==> src/rtl/serdes_pkg.sv <==
// serdes_pkg: shared symbols, widths and lane states for the serdes blocks
package serdes_pkg;
  localparam int BYTE_W = 8;
  localparam logic [BYTE_W-1:0] COM_SYM = 8'hBC;
  typedef enum logic [1:0] {SEARCH, SYNC, ACTIVE} lane_state_t;
endpackage

==> src/rtl/serial_paralelo_lane_com_detector.sv <==
// com_detector: serial shift register with a COM compare on the window including the current bit
module com_detector
  import serdes_pkg::*;
#(
  parameter logic [BYTE_W-1:0] COM = COM_SYM
) (
  input  logic              clk_8f,
  input  logic              reset,
  input  logic              data_in,
  output logic [BYTE_W-1:0] win,
  output logic              is_com
);
  logic [BYTE_W-1:0] sr;
  // shift one bit in per clock, MSB of each byte first
  always_ff @(posedge clk_8f or negedge reset) begin
    if (!reset) sr <= '0;
    else        sr <= {sr[BYTE_W-2:0], data_in};
  end
  assign win    = {sr[BYTE_W-2:0], data_in};
  assign is_com = win == COM;
endmodule

==> src/rtl/serial_paralelo_lane.sv <==
// serial_paralelo_lane: per-lane deserializer that locks byte boundaries on consecutive COM symbols
module serial_paralelo_lane
  import serdes_pkg::*;
#(
  parameter logic [BYTE_W-1:0] COM      = COM_SYM,
  parameter int                BC_COUNT = 4
) (
  input  logic              clk_8f,
  input  logic              reset,
  input  logic              data_in,
  output logic [BYTE_W-1:0] data_out,
  output logic              valid_out,
  output logic              active
);
  localparam logic [3:0] BC_TGT = 4'(BC_COUNT);
  lane_state_t       state, state_n;
  logic [2:0]        bit_cnt, bit_cnt_n;
  logic [3:0]        com_cnt, com_cnt_n;
  logic [BYTE_W-1:0] win, data_out_n;
  logic              is_com, valid_n, active_n, boundary;

  com_detector #(.COM(COM)) u_det (
    .clk_8f (clk_8f),
    .reset  (reset),
    .data_in(data_in),
    .win    (win),
    .is_com (is_com)
  );

  assign boundary = bit_cnt == 3'd7;

  // state, counters and registered outputs
  always_ff @(posedge clk_8f or negedge reset) begin
    if (!reset) begin
      state     <= SEARCH;
      bit_cnt   <= '0;
      com_cnt   <= '0;
      data_out  <= '0;
      valid_out <= 1'b0;
      active    <= 1'b0;
    end else begin
      state     <= state_n;
      bit_cnt   <= bit_cnt_n;
      com_cnt   <= com_cnt_n;
      data_out  <= data_out_n;
      valid_out <= valid_n;
      active    <= active_n;
    end
  end

  // SEARCH realigns the bit counter on any COM; SYNC/ACTIVE only look at boundary windows
  always_comb begin
    state_n    = state;
    bit_cnt_n  = bit_cnt + 3'd1;
    com_cnt_n  = com_cnt;
    data_out_n = data_out;
    valid_n    = valid_out;
    active_n   = active;
    case (state)
      SEARCH: if (is_com) begin
        bit_cnt_n = '0;
        com_cnt_n = 4'd1;
        state_n   = SYNC;
      end
      SYNC: if (boundary) begin
        com_cnt_n = is_com ? com_cnt + 4'd1 : '0;
        state_n   = !is_com ? SEARCH : (com_cnt + 4'd1 == BC_TGT) ? ACTIVE : SYNC;
        active_n  = is_com && (com_cnt + 4'd1 == BC_TGT);
      end
      ACTIVE: if (boundary) begin
        data_out_n = is_com ? COM : win;
        valid_n    = !is_com;
      end
      default: state_n = SEARCH;
    endcase
  end
endmodule
==> config.mk <==
export PLATFORM = sky130hd
export DESIGN_NAME = serial_paralelo_lane
export DESIGN_NICKNAME = d
export VERILOG_FILES = /design/src/rtl/serdes_pkg.sv /design/src/rtl/serial_paralelo_lane_com_detector.sv /design/src/rtl/serial_paralelo_lane.sv
export SDC_FILE = /design/constraint.sdc
export NUM_CORES = 1
export LEC_CHECK = 0
export ABC_AREA = 1
export CORE_MARGIN = 1.5
export CORE_UTILIZATION = 50
export CTS_CLUSTER_DIAMETER = 60
export DETAILED_ROUTE_END_ITERATION = 8
export PLACE_DENSITY = 0.77
export SYNTH_ARGS = -nofsm -noshare
export SYNTH_HDL_FRONTEND = slang
export SYNTH_SLANG_ARGS = --single-unit
==> constraint.sdc <==
create_clock -name clk_8f -period 2.3 [get_ports clk_8f]
set_input_delay 0.345 -clock clk_8f [delete_from_list [all_inputs] [get_ports clk_8f]]
set_output_delay 0.345 -clock clk_8f [all_outputs]
set_load 0.01 [all_outputs]
==> impl_metrics.yaml <==
status:
  status: "complete, no violations"
power_and_ir_drop:
  clockPowerShare: 0.318
  p_per_area_mw_per_mm2: 729
  netSwitchingFraction: 0.246
  p_switching_mw: 0.240
  ir_worst_vdd_v: 0.000348
  p_int_mw: 0.736
  p_comb_frac: 0.132
  power_mw: 0.975
  p_leak_nw: 0.686
  pwr-share-seq: 0.549
setup_path:
  crit_path_top_delay_cell: "clkdlybuf4s50_1"
  cp.required_ns: 1.96
  critPathKind: "reg -> out"
  critPathMaxFanout: 2
  cp.arrival_ns: 1.28
  r2r_start: "bit_cnt[0]"
  crit_family: "buffers and inverters"
  cp-startpoint: "active"
  cp_num_buf_inv: 1
  start_kind: "flip-flop"
  slowest_delay_ns: 0.56
  crit_path_end_kind: "output pin"
  path_cells: "clkdlybuf4s50_1"
clock_tree:
  cts_tree: "yes"
  insertion_delay_ns: 0.32
  clkTransAtPathRegs_ns: 0.14
  cts_buffers: 3
  postCtsHoldBufs: 0
  cts_setup_buffers: 0
  htree_num_levels: 1
  clk_path_buf_depth: 2
  cts_resized: 0
  cts-root-buf: "clkbuf_4"
  cts_sinks: 26
synthesis:
  syn_area_mm2: 0.00113
  netlist_instances: 121
  synth.area.mux_share: 0.0728
  synth_xor_area_frac: 0
  syn_avg_cell_area_um2: 9.37
  synth.net_count: 127
  synth-compound-area-share: 0.0177
  synth_top_area_frac: 0.574
  synthAdderAreaFrac: 0.0331
  synthTopCellsByArea: "dfrtp_1, nand2_1, mux2_4"
  yosys.area_share.simple: 0.236
  yosysTopAreaCell: "dfrtp_1"
  synth_seq_area_share: 0.574
  synth_cell_types: 17
  synth-seq-cells: 26
  synth_top_family_by_area: "simple AND/OR/NAND/NOR gates"
  yosys_warnings: 0
floorplan:
  fp.dieArea_mm2: 0.00256
  die_w_um: 50.6
  ios: 13
  die_y_um: 50.6
  row_count: 17
  core_region_area_mm2: 0.00217
  initial_core_util: 0.522
routing:
  route.detailed.drc: 0
  wl_per_cell_um: 11.0
  vias: 784
  dr.pass1.iters: 4
  postRouteAntennaNets: 0
  avgViaCountPerCell: 4.75
  drt_wl_total_um: 1820
  first_iter_violations: 17
final_layout:
  register_area_um2: 651
  instances_no_fill: 165
  n_antenna_cell: 0
  nFillCells: 201
  drive_gt1_frac: 0.109
  multi_input_area_um2: 408
  finalNetCount: 144
  design_area_mm2: 0.00134
  area_delta_synth_final_pct: 18.0
hold_path:
  hold_path_class: "in -> async"
sta:
  min_period_ns: 1.62
  skew_ns: 0.00317
  fin_tns_setup_ns: 0
  tightest_slew_ns: 0.321
  setup_viol: 0
  rsz0062_at_grt: "false"
  drv_slew: 0
  whs_ns: 0.358
  slew_headroom: 0.786
  fmax_mhz: 617
  post-route-period-util: 0.704
  finalHoldViolations: 0
placed_design:
  hpwl_um: 1340
  dp_cells: 161
  port_buffers: 12
  placed_cell_area_mm2: 0.00128
  routabilityCongestion: 0.866
global_route:
  grt_max_degree: 27
  grt_usage: 0.170
  antenna_found_initial: 0
  overflow: 0
  first_global_vias: 732
  grt_pass1_wl_um: 3110
job:
  cap_violations: 0
per-layer routing:
metal,GRT usage,share of wire,up-vias
li1,-,-,404
met2,0.276,0.46,10
met4,0.0946,0.024,0
met3,0.0357,0.029,4
met5,0,0,-
met1,0.210,0.48,366
power by group through the flow:
stage	Combinational [mW]	Sequential, mW	Clock (mW)
4_1_cts	0.131	0.535	0.317
3_5_place_dp	0.128	0.543	0
2_1_floorplan	0.0798	0.540	0
3_3_place_gp	0.125	0.541	0
6_report	0.129	0.535	0.311
5_1_grt	0.152	0.540	0.328
final timing paths:
kind                               end  slack [ns]  cells after the start
setup reg to reg           data_out[2]        0.76                      4
hold reg to reg            u_det.sr[1]        0.39                      0
max in group asynchronous  data_out[4]        1.70                      2
min in group clk_8f        u_det.sr[1]        0.39                      0
setup / recovery                active        0.68                      1
hold / removal              bit_cnt[1]        0.36                      2
through the flow:
| step | util | worst slack, ns |
|---|---|---|
| 2_1_floorplan | - | 0.895 |
| 3_3_place_gp | 0.592 | 0.673 |
| 3_5_place_dp | 0.592 | 0.652 |
| 4_1_cts | 0.616 | 0.673 |
| 5_1_grt | 0.616 | 0.656 |
| 6_report | 0.616 | 0.680 |
flip-flops by register name, indices dropped and copies added, names as in the netlist:
signal,flops
active,1
bit_cnt,3
com_cnt,4
data_out,8
state,2
u_det.sr,7
valid_out,1
synth_stat cells (all sizes together):
cell type / count
a21oi: 1
buf: 1
nor2: 15
inv: 17
ha: 3
mux2: 6
nand3b: 1
nand2: 42
o21ai: 3
nand4: 1
dfrtp: 26
nand3: 5
placed cells by master (no fill, tap or decap), drive strengths merged:
cell type	n
nand3b	1
bufinv	1
a21oi	1
inv	17
buf	1
ha	3
dfrtp	26
nor2	15
clkdlybuf4s50	12
o21ai	3
nand3	5
nand4	1
clkbuf	3
mux2	6
nand2	42
cells by family (layout without fill, tap and decap cells):
logic type                 Yosys count  in the layout
buffers and inverters               18             34
AOI/OAI and AO/OA                    4              4
and+or+nand+nor                     64             64
DFF                                 26             26
adders and majority gates            3              3
muxes                                6              6
area by class of cell:
type | count | area share
clock buffer | 3 | 0.0168
clock inverter | 1 | 0.0225
inverter | 17 | 0.0477
multi-input combinational | 77 | 0.305
sequential | 26 | 0.486
tap | 28 | 0.0262
timing repair buffer | 13 | 0.0954
(Power assumes the default switching activity.)
